`config.mk`:
```
export PLATFORM = sky130hd
export DESIGN_NAME = frame_buffer_reader
export DESIGN_NICKNAME = d
export VERILOG_FILES = /design/src/rtl/frame_buffer_reader.sv
export SDC_FILE = /design/constraint.sdc
export NUM_CORES = 1
export LEC_CHECK = 0
export BUFFER_PORTS_ARGS = -buffer_cell sky130_fd_sc_hd__buf_2
export CORE_MARGIN = 5
export CORE_UTILIZATION = 52
export CTS_CLUSTER_SIZE = 24
export DETAILED_ROUTE_END_ITERATION = 8
export PLACE_DENSITY = 0.82
export SLEW_MARGIN = 20
export SYNTH_ARGS = -nofsm -noshare
export SYNTH_HDL_FRONTEND = slang
export SYNTH_SLANG_ARGS = --single-unit
export TNS_END_PERCENT = 50
```
`constraint.sdc`:
```
create_clock -name clk -period 3 [get_ports clk]
set_input_delay 0.15 -clock clk [delete_from_list [all_inputs] [get_ports clk]]
set_output_delay 0.15 -clock clk [all_outputs]
set_load 0.01 [all_outputs]
```
`src/rtl/frame_buffer_reader.sv`:
```
// Frame RAM read master: raster-order address walk, 4-deep prefetch FIFO, valid/ready pixel stream.
// Optional FRAME_READER_UNDERRUN_EN adds a saturating underrun_cnt output.
module frame_buffer_reader #(
  parameter int RAM_DATA_WIDTH = 15,
  parameter int RAM_ADDR_WIDTH = 16,
  parameter int LINE_WORDS     = 256,
  parameter int LINE_COUNT     = 240,
  parameter int BASE_ADDR      = 0
) (
  input  logic                      clk,
  input  logic                      reset,
  input  logic                      start,
  output logic                      busy,
  output logic                      done,
  output logic [RAM_ADDR_WIDTH-1:0] read_addr,
  input  logic [RAM_DATA_WIDTH-1:0] q,
  output logic [RAM_DATA_WIDTH-1:0] pix_data,
  output logic                      pix_valid,
  input  logic                      pix_ready,
  output logic                      pix_sol,
  output logic                      pix_eof
`ifdef FRAME_READER_UNDERRUN_EN
  ,
  output logic [15:0]               underrun_cnt
`endif
);

  localparam int N   = LINE_WORDS * LINE_COUNT;
  localparam int IW  = RAM_ADDR_WIDTH + 1;
  localparam int CW  = $clog2(LINE_WORDS);
  localparam int LCW = (LINE_COUNT > 1) ? $clog2(LINE_COUNT) : 1;
  localparam logic [IW-1:0]             LAST_IDX  = IW'(N - 1);
  localparam logic [CW-1:0]             LAST_COL  = CW'(LINE_WORDS - 1);
  localparam logic [LCW-1:0]            LAST_LINE = LCW'(LINE_COUNT - 1);
  localparam logic [RAM_ADDR_WIDTH-1:0] BASE      = RAM_ADDR_WIDTH'(BASE_ADDR);

  typedef enum logic [1:0] {ST_IDLE, ST_RUN, ST_DRAIN, ST_DONE} state_t;

  state_t                    state_r;
  logic [IW-1:0]             issue_idx_r;
  logic                      in_flight_r;
  logic [RAM_DATA_WIDTH-1:0] fifo_r [4];
  logic [1:0]                wr_ptr_r;
  logic [1:0]                rd_ptr_r;
  logic [2:0]                occ_r;
  logic [CW-1:0]             col_r;
  logic [LCW-1:0]            line_r;
  logic                      issue_s;
  logic                      pop_s;
  logic                      start_acc_s;

  // Issue/pop decisions and stream outputs, all derived from registered state
  always_comb begin
    start_acc_s = (state_r == ST_IDLE) && start;
    // no credit for a same-cycle pop: occupancy plus the pending read must leave a free slot
    issue_s     = (state_r == ST_RUN) && ((occ_r + 3'(in_flight_r)) <= 3'd3);
    pix_valid   = (occ_r != 3'd0);
    pix_data    = fifo_r[rd_ptr_r];
    pix_sol     = pix_valid && (col_r == '0);
    pix_eof     = pix_valid && (col_r == LAST_COL) && (line_r == LAST_LINE);
    pop_s       = pix_valid && pix_ready;
  end

  // Control FSM: address issue, busy/done flags
  always_ff @(posedge clk) begin
    if (reset) begin
      state_r     <= ST_IDLE;
      busy        <= 1'b0;
      done        <= 1'b0;
      read_addr   <= BASE;
      issue_idx_r <= '0;
      in_flight_r <= 1'b0;
    end else begin
      case (state_r)
        ST_IDLE: begin
          done        <= 1'b0;
          in_flight_r <= 1'b0;
          if (start) begin
            state_r     <= ST_RUN;
            busy        <= 1'b1;
            read_addr   <= BASE;
            issue_idx_r <= '0;
          end else begin
            busy <= 1'b0;
          end
        end
        ST_RUN: begin
          in_flight_r <= issue_s;
          if (issue_s) begin
            read_addr   <= read_addr + RAM_ADDR_WIDTH'(1);
            issue_idx_r <= issue_idx_r + IW'(1);
            if (issue_idx_r == LAST_IDX) begin
              state_r <= ST_DRAIN;
            end else begin
              state_r <= ST_RUN;
            end
          end else begin
            state_r <= ST_RUN;
          end
        end
        ST_DRAIN: begin
          in_flight_r <= 1'b0;
          if (pop_s && pix_eof) begin
            state_r <= ST_DONE;
            done    <= 1'b1;
          end else begin
            state_r <= ST_DRAIN;
          end
        end
        ST_DONE: begin
          state_r <= ST_IDLE;
          done    <= 1'b0;
          busy    <= 1'b0;
        end
        default: begin
          state_r     <= ST_IDLE;
          busy        <= 1'b0;
          done        <= 1'b0;
          in_flight_r <= 1'b0;
        end
      endcase
    end
  end

  // Prefetch FIFO and raster position counters
  always_ff @(posedge clk) begin
    if (reset) begin
      wr_ptr_r <= 2'd0;
      rd_ptr_r <= 2'd0;
      occ_r    <= 3'd0;
      col_r    <= '0;
      line_r   <= '0;
      for (int i = 0; i < 4; i++) begin
        fifo_r[i] <= '0;
      end
    end else if (start_acc_s) begin
      wr_ptr_r <= 2'd0;
      rd_ptr_r <= 2'd0;
      occ_r    <= 3'd0;
      col_r    <= '0;
      line_r   <= '0;
    end else begin
      if (in_flight_r) begin
        fifo_r[wr_ptr_r] <= q;
        wr_ptr_r         <= wr_ptr_r + 2'd1;
      end
      if (pop_s) begin
        rd_ptr_r <= rd_ptr_r + 2'd1;
        if (col_r == LAST_COL) begin
          col_r  <= '0;
          line_r <= (line_r == LAST_LINE) ? '0 : line_r + LCW'(1);
        end else begin
          col_r <= col_r + CW'(1);
        end
      end
      occ_r <= occ_r + 3'(in_flight_r) - 3'(pop_s);
    end
  end

`ifdef FRAME_READER_UNDERRUN_EN
  logic seen_r;

  // Underrun counter: sink ready but no pixel, once the frame has produced its first pixel
  always_ff @(posedge clk) begin
    if (reset || start_acc_s) begin
      underrun_cnt <= 16'd0;
      seen_r       <= 1'b0;
    end else if ((state_r == ST_RUN) || (state_r == ST_DRAIN)) begin
      if (pix_valid) begin
        seen_r <= 1'b1;
      end else begin
        seen_r <= seen_r;
      end
      if (seen_r && pix_ready && !pix_valid && (underrun_cnt != 16'hFFFF)) begin
        underrun_cnt <= underrun_cnt + 16'd1;
      end else begin
        underrun_cnt <= underrun_cnt;
      end
    end else begin
      underrun_cnt <= underrun_cnt;
      seen_r       <= seen_r;
    end
  end
`endif

endmodule
```
=== After elaboration in Yosys (flattened, before gate mapping) ===
Memories as Yosys holds them, arrays and structs flattened. A register that Yosys moved wholly into a read port is not among the register bits.
Cells that the tools add are included.

* Mux-type cells: 29
* Bitwise gates (word level): 0
* Reductions and logical operators: 21
* Order comparisons: 1
* Divide/modulo/power cells: 0
* Shift operators: 0
* $mul: 0
* Add/sub/neg operators: 8
* Equality and inequality tests: 9

{| class="wikitable"
|+ Operator list
! operator !! number
|-
| $mux W17 || 2
|-
| $pmux W17 S2 || 1
|-
| $mux W16 || 2
|-
| $pmux W16 S2 || 1
|-
| $add A17 B1 Y17 const B || 1
|-
| $eq A17 B16 Y1 const B || 1
|-
| $add A16 B1 Y16 const B || 1
|-
| $add A8 B1 Y8 const B || 2
|-
| $eq A8 B8 Y1 const B || 2
|-
| $mux W8 || 2
|-
| $mux W15 || 1
|-
| $reduce_or A15 Y1 || 1
|-
| $mux W2 || 6
|-
| $mux W1 || 10
|-
| $logic_not A8 Y1 || 1
|-
| $pmux W2 S4 || 1
|-
| $reduce_bool A2 Y1 || 4
|-
| $logic_and A1 B1 Y1 || 7
|-
| $ne A2 B2 Y1 const B || 3
|-
| $pmux W1 S2 || 3
|-
| $reduce_or A2 Y1 || 3
|-
| $add A2 B1 Y2 const B || 2
|-
| $eq A2 B2 Y1 const B || 2
|-
| $reduce_and A2 Y1 || 2
|-
| 7 further kinds || 7
|}

* Latch bits: 0
* ROM bits: 0
* Register bits: 61
* Memories: 1
* Output and inout bits: 36
* Input port bits: 19
* RAM bits: 60
* Logic and storage cells: 80

{| class="wikitable"
|+ Memories
! name !! words !! width !! read ports !! clocked after memory_dff !! write ports !! line !! text
|-
| fifo_r || 4 || 15 || 1 || 1 || 4 || 42 || <nowiki>logic [RAM_DATA_WIDTH-1:0] fifo_r [4];</nowiki>
|}

=== Longest topological paths before layout ===
Gate-level depths: netlist of run 1.

* Word-level depth: 7
* Depth in mapped cells: 8
* Gate-level depth less buffers: 6

=== Worst setup path after synthesis of run 1 ===
No wires, ideal clock.

* Path type: register -> register
* From: register state_r[0]
* To: memory fifo_r[2][0], enable pin
* Buffers on the path: 1
* Arrival time: 1.955 ns
* Library setup time: 0.331 ns
* Path slack: 0.715 ns
* Cell stages (with the launch flop): 8
* Data required time: 2.669 ns
* Cells stage by stage: dfxtp_1 > inv_1 > ha_1 > clkbuf_2 > a21oi_1 > nand2_1 > nor3b_1 > or2_2

{| class="wikitable"
|+ RTL lines
! element !! line !! text
|-
| start: declaration || 39 || <nowiki>state_t state_r;</nowiki>
|-
| start signal: assignment || 67 || <nowiki>state_r <= ST_IDLE;</nowiki>
|-
| start signal: assignment || 79 || <nowiki>state_r <= ST_RUN;</nowiki>
|-
| start signal: assignment || 93 || <nowiki>state_r <= ST_DRAIN;</nowiki>
|-
| end: declaration || 42 ||
|}

=== Final worst setup path of run 1 ===
* From: register occ_r[0]
* To: register read_addr[12]

* Word-level cells in the longest chain between the ends: 5

{| class="wikitable"
|+ RTL lines
! element !! line !! text
|-
| start: declaration || 45 || <nowiki>logic [2:0] occ_r;</nowiki>
|-
| start signal: assignment || 156 || <nowiki>occ_r <= occ_r + 3'(in_flight_r) - 3'(pop_s);</nowiki>
|-
| $add A3 B1 Y3 || 56 || <nowiki>issue_s = (state_r == ST_RUN) && ((occ_r + 3'(in_flight_r)) <= 3'd3);</nowiki>
|-
| $le A3 B2 Y1 || 56 ||
|-
| $logic_and A1 B1 Y1 || 56 ||
|-
| $ne A2 B2 Y1 (no source line) || -- ||
|-
| $reduce_and A3 Y1 (no source line) || -- ||
|-
| end signal: assignment || 90 || <nowiki>read_addr <= read_addr + RAM_ADDR_WIDTH'(1);</nowiki>
|-
| end: declaration || 15 || <nowiki>output logic [RAM_ADDR_WIDTH-1:0] read_addr,</nowiki>
|}

Every way passes these cells.
A chain may end at the register's enable or synchronous reset.

==> flow_summary.ini, run 1 <==
[detailed_routing]
wirelength_um = 12300
vias = 4223
via_per_inst = 5.74
drc = 0
drtPass1Iterations = 4
avgRoutedWirePerCell_um = 16.7
drt_first_iter_violations = 299
detail-route-antenna-nets = 0

[cts]
cts.sinks = 123
ctsRootBufferMaster = clkbuf_8
clkTransAtPathRegs_ns = 0.06
h-tree-depth = 4
insertion_delay_ns = 0.51
numCtsBuffers = 17
ctsResizeCount = 0
cts_setup_buffers = 0
hold_buffers = 16
clockBufferDepth = 2
cts_tree = yes

[setup_path]
critPathKind = reg2reg
endpoint_kind = flip-flop
cp-start-kind = flip-flop
critPathMaxStageDelay_ns = 0.64
cp_max_fo = 12
slowest_stage = or4_1
path_cells = ha_1, ha_1, xnor2_1, o2111ai_1, or4_1, a21oi_1
cp.arrival_ns = 2.97
crit_path_frequent_cell = ha_1
required_ns = 3.43

[die]
fp.dieH_um = 114
core-area_sq_um = 10700
fp.dieArea_sq_um = 13100
start_util = 0.528
rows = 38
io_pins = 55
chipWidth_um = 114

[grt]
grt_pass1_wl_um = 20300
antenna_found_initial = 0
grt_max_degree = 27
grt_overflow = 0
grt_pass1_vias = 4201
grt_use_total = 0.196

[timing]
finClkSkew_ns = 0.00883
rsz0062_at_grt = no
clock.fmax_mhz = 395
slew_viol_final = 0
finalCritPeriodShare = 0.845
fin_crit_ns = 2.53
slew_headroom = 0.458
setup_tns_ns = 0
setup_viol = 0
hold_viol = 0
tightest_slew_ns = 0.811

[finish]
syn_to_final_growth_pct = 20.6
layout.cells.non_filler = 736
drive_gt1_frac = 0.196
nets = 617
antenna_cells = 0
nFillCells = 844

[synth]
syn-num-nets = 544
netlist-cell-type-count = 52
yosys_warnings = 0
synthArstFlopShare = 0
yosys_most_used_dff = dfxtp_1
synth_edf_count = 60
synth_top_area_cell = edfxtp_1
yosysSeqAreaShare = 0.540
syn_inst = 510
postSynthAreaPerCell_sq_um = 11.1
yosysMostFrequentCell = dfxtp_1
synth_area_leaders = edfxtp_1 32%, dfxtp_1 22%, mux4_2 6.0%, and2_1 5.0%, ha_1 3.3%
synthTopCellsByCount = 63 x dfxtp_1, 60 x edfxtp_1, 45 x and2_1
synth-seq-cells = 123
synth_area_sq_um = 5670
yosysTopAreaCellShare = 0.318

[placement]
placement.io_buffers = 54
gp_congestion = 0.811
hpwlAfterDp_um = 8080
dp.cells = 688

[power]
p_per_area_nw_per_um2 = 606
ir_worst_vdd_uv = 345
p_leak_uw = 0.00255

[run_status]
status = complete, no violations

[worst_hold_path]
hp-class = in2reg

[job]
maxCapViolCount = 0
worst paths after layout:
path	from	to	slack, ns	cells past startpoint
hold reg to reg	issue_idx_r[16]$_SDFFE_PP0P_	issue_idx_r[16]$_SDFFE_PP0P_	0.49	2
setup / recovery	occ_r[0]$_SDFF_PP0_	read_addr[12]$_SDFFE_PP0P_	0.47	6
setup reg to reg	occ_r[0]$_SDFF_PP0_	read_addr[12]$_SDFFE_PP0P_	0.47	6
hold / removal	pix_ready	col_r[0]$_SDFFE_PP0P_	0.11	4
cell type report:
type,instances,area [sq um],share of cell area
Clock buffer,19,422,0.0617
Clock inverter,13,175,0.0256
Inverter,15,56.3,0.00824
Multi-Input combinational cell,348,2450,0.359
Sequential cell,123,3060,0.448
Tap cell,140,175,0.0256
Timing Repair Buffer,78,490,0.0717
where the power goes:
part	switching (uW)	leakage [uW]	total [uW]	internal, uW
clock	707	0.000287	2050	1340
sequential	21.8	0.00113	1820	1800
combinational	164	0.00114	274	110
per-layer routing:
| metal | vias up | routed length, um | global-route usage |
|---|---|---|---|
| li1 | 2035 | - | - |
| met1 | 2067 | 5280 | 0.232 |
| met2 | 109 | 6280 | 0.347 |
| met3 | 12 | 614 | 0.0539 |
| met4 | 0 | 135 | 0.0594 |
| met5 | - | 0 | 0 |
cells by family after synthesis:
group,count (synthesis),share of synthesized area
buffers and inverters,39,0.0276
and+or+nand+nor,213,0.211
AOI/OAI and AO/OA,78,0.0856
DFF,123,0.540
xor gates and xnor gates,24,0.0371
adders and majority gates,15,0.0331
muxes,18,0.0651
cells in the final DEF (no fill, tap or decap), types with 16 or more instances in the layout:
| master | n |
|---|---|
| nor2_1 | 32 |
| buf_2 | 54 |
| and2_1 | 45 |
| and3_1 | 16 |
| clkbuf_16 | 16 |
| a21oi_1 | 33 |
| nand3_1 | 18 |
| dlygate4sd3_1 | 16 |
| edfxtp_1 | 60 |
| nand2_1 | 31 |
| dfxtp_1 | 63 |
| or3_1 | 19 |
critical path: cells and delay by family (launching register included):
kind                     cells  cell delay, ns
AND/OR/NAND/NOR              1            0.64
XOR/XNOR                     1            0.50
flip-flops                   1            0.33
AO/OA/AOI/OAI                2            0.59
adder cells (fa/ha/maj)      2            0.40
through the flow:
stage / area, sq um / util / setup slack (ns) / hold slack [ns] / power [uW]
2_1_floorplan: 5670 / - / 0.715 / 0.348 / 2020
3_3_place_gp: 6070 / 0.565 / 0.585 / 0.460 / 2100
5_1_grt: 6840 / 0.636 / 0.285 / 0.118 / 4290
3_5_place_dp: 6070 / 0.565 / 0.498 / 0.465 / 2110
4_1_cts: 6830 / 0.636 / 0.487 / 0.104 / 4170
6_report: 6840 / 0.636 / 0.466 / 0.114 / 4140
sequential cells by signal, summed over array words and instances, names as in the netlist, 2 cells and up, named ones only:
register and flops:
rd_ptr_r 2, wr_ptr_r 2, issue_idx_r 17, line_r 8
read_addr 16, col_r 8, occ_r 3, fifo_r 60
(Power assumes the default switching activity.)
==> run 2: changes to the inputs <==
clock period = 2.6 ns   (was 3 ns; I/O delays follow)
==> run 2 against run 1 <==
Hold slack got worse by 0.030 ns; critical path type unchanged; die area unchanged; global-route usage increased by 0.18 points.
==> flow_summary.ini, run 2 (same netlist as run 1, synthesis figures left out) <==
[job]
maxCapViolCount = 0

[timing]
rsz0062_at_grt = no
slew_headroom = 0.497
clock.fmax_mhz = 423
fin_crit_ns = 2.36
finClkSkew_ns = 0.0103
setup_tns_ns = 0
setup_viol = 0
finalCritPeriodShare = 0.909
tightest_slew_ns = 0.752
timing.hold.ws_ns = 0.0839
fin_ws_ns = 0.237
slew_viol_final = 0
hold_viol = 0

[worst_hold_path]
hp-class = in2reg

[cts]
cts_tree = yes
cts.sinks = 123
clockBufferDepth = 2
cts_setup_buffers = 0
ctsRootBufferMaster = clkbuf_8
numCtsBuffers = 17
insertion_delay_ns = 0.52
h-tree-depth = 4
clkTransAtPathRegs_ns = 0.06

[finish]
final_util = 0.635
layout_commonest_cell = dfxtp_1
top_register = fifo_r
final_cell_mix = 63 x dfxtp_1, 60 x edfxtp_1, 54 x buf_2, 45 x and2_1, 33 x a21oi_1
nets = 622
drive_gt1_frac = 0.200
syn_to_final_growth_pct = 20.3
antenna_cells = 0
largest_reg_flops = 60
reg_top3 = fifo_r x60, issue_idx_r x17, read_addr x16

[placement]
dp_slack_ns = 0.299
placement.io_buffers = 54
gp_congestion = 0.841
hpwlAfterDp_um = 8030

[grt]
grt_use_total = 0.198
grt_pass1_vias = 4213
antenna_found_initial = 0
grt_overflow = 0
grt_pass1_wl_um = 20500
grt_max_degree = 27

[setup_path]
cp_max_fo = 14
endpoint_kind = flip-flop
critPathKind = reg2reg
cp.arrival_ns = 2.81
required_ns = 3.05
cp-start-kind = flip-flop

[die]
fp.dieH_um = 114
io_pins = 55
start_util = 0.528
rows = 38
chipWidth_um = 114
core-area_sq_um = 10700
fp.dieArea_sq_um = 13100

[detailed_routing]
met2WireLength_um = 6010
drtPass1Iterations = 5
drc = 0
via_per_inst = 5.75
vias = 4253
m1WireLength_um = 5320
avgRoutedWirePerCell_um = 16.6
top_layer_used = met4
drt_first_iter_violations = 341
wl_met3_um = 699
detail-route-antenna-nets = 0
wirelength_um = 12300

[power]
power_uw = 4600
p_per_area_nw_per_um2 = 675
p_leak_uw = 0.00255
ir_worst_vdd_uv = 544

[run_status]
status = complete, no violations
## run 2: cell types whose count changed in the layout (fill, tap and decap cells not counted)
cell,previous run,this run
clkinv_4,2,3
o31ai_1,9,10
buf_4,8,13
clkinvlp_4,2,3
clkinv_2,3,2
bufinv_16,4,2
o31ai_2,1,0
## run 2: area by class of cell
cell class	count	area (sq um)
fill	829	3930
tap	140	175
clock inverter	12	126
multi-input combinational	348	2450
inverter	15	56.3
clock buffer	19	422
sequential	123	3060
timing repair buffer	83	528
## run 2: worst paths after layout
check / start / endpoint / slack (ns) / cells past startpoint
setup / recovery: flip-flop / read_addr[12]$_SDFFE_PP0P_ / 0.24 / 6
hold / removal: pix_ready / col_r[1]$_SDFFE_PP0P_ / 0.08 / 5
setup reg to reg: flip-flop / read_addr[12]$_SDFFE_PP0P_ / 0.24 / 6
hold reg to reg: issue_idx_r[16]$_SDFFE_PP0P_ / issue_idx_r[16]$_SDFFE_PP0P_ / 0.49 / 2
## run 2: worst max-delay path, stage by stage, from the launching register on
cell,delay (ns)
dfxtp_1,0.35
inv_1,0.12
ha_1,0.44
mux2_2,0.31
o2111ai_1,0.31
or4_1,0.59
a21oi_1,0.17
## run 2: layer usage
metal  vias up  global-route usage
li1       2038                   -
met1      2044               0.249
met2       143               0.331
met3        28              0.0529
met4         0              0.0657
met5         -                   0
## run 2: power by group
group | total [uW] | internal [uW] | switching [uW]
Sequential | 2100 | 2080 | 24.6
Combinational | 320 | 131 | 190
Clock | 2180 | 1350 | 829
## run 2: through the flow
| step | instances | area [sq um] |
|---|---|---|
| 2_1_floorplan | 510 | 5670 |
| 3_3_place_gp | 693 | 6110 |
| 3_5_place_dp | 693 | 6110 |
| 4_1_cts | 740 | 6820 |
| 5_1_grt | 740 | 6820 |
| 6_report | 740 | 6820 |
## run 2: timing repair
action                    in CTS  in global routing
hold buffers                  16                  0
resized for setup              0                  0
hold endpoints to repair      66                  0
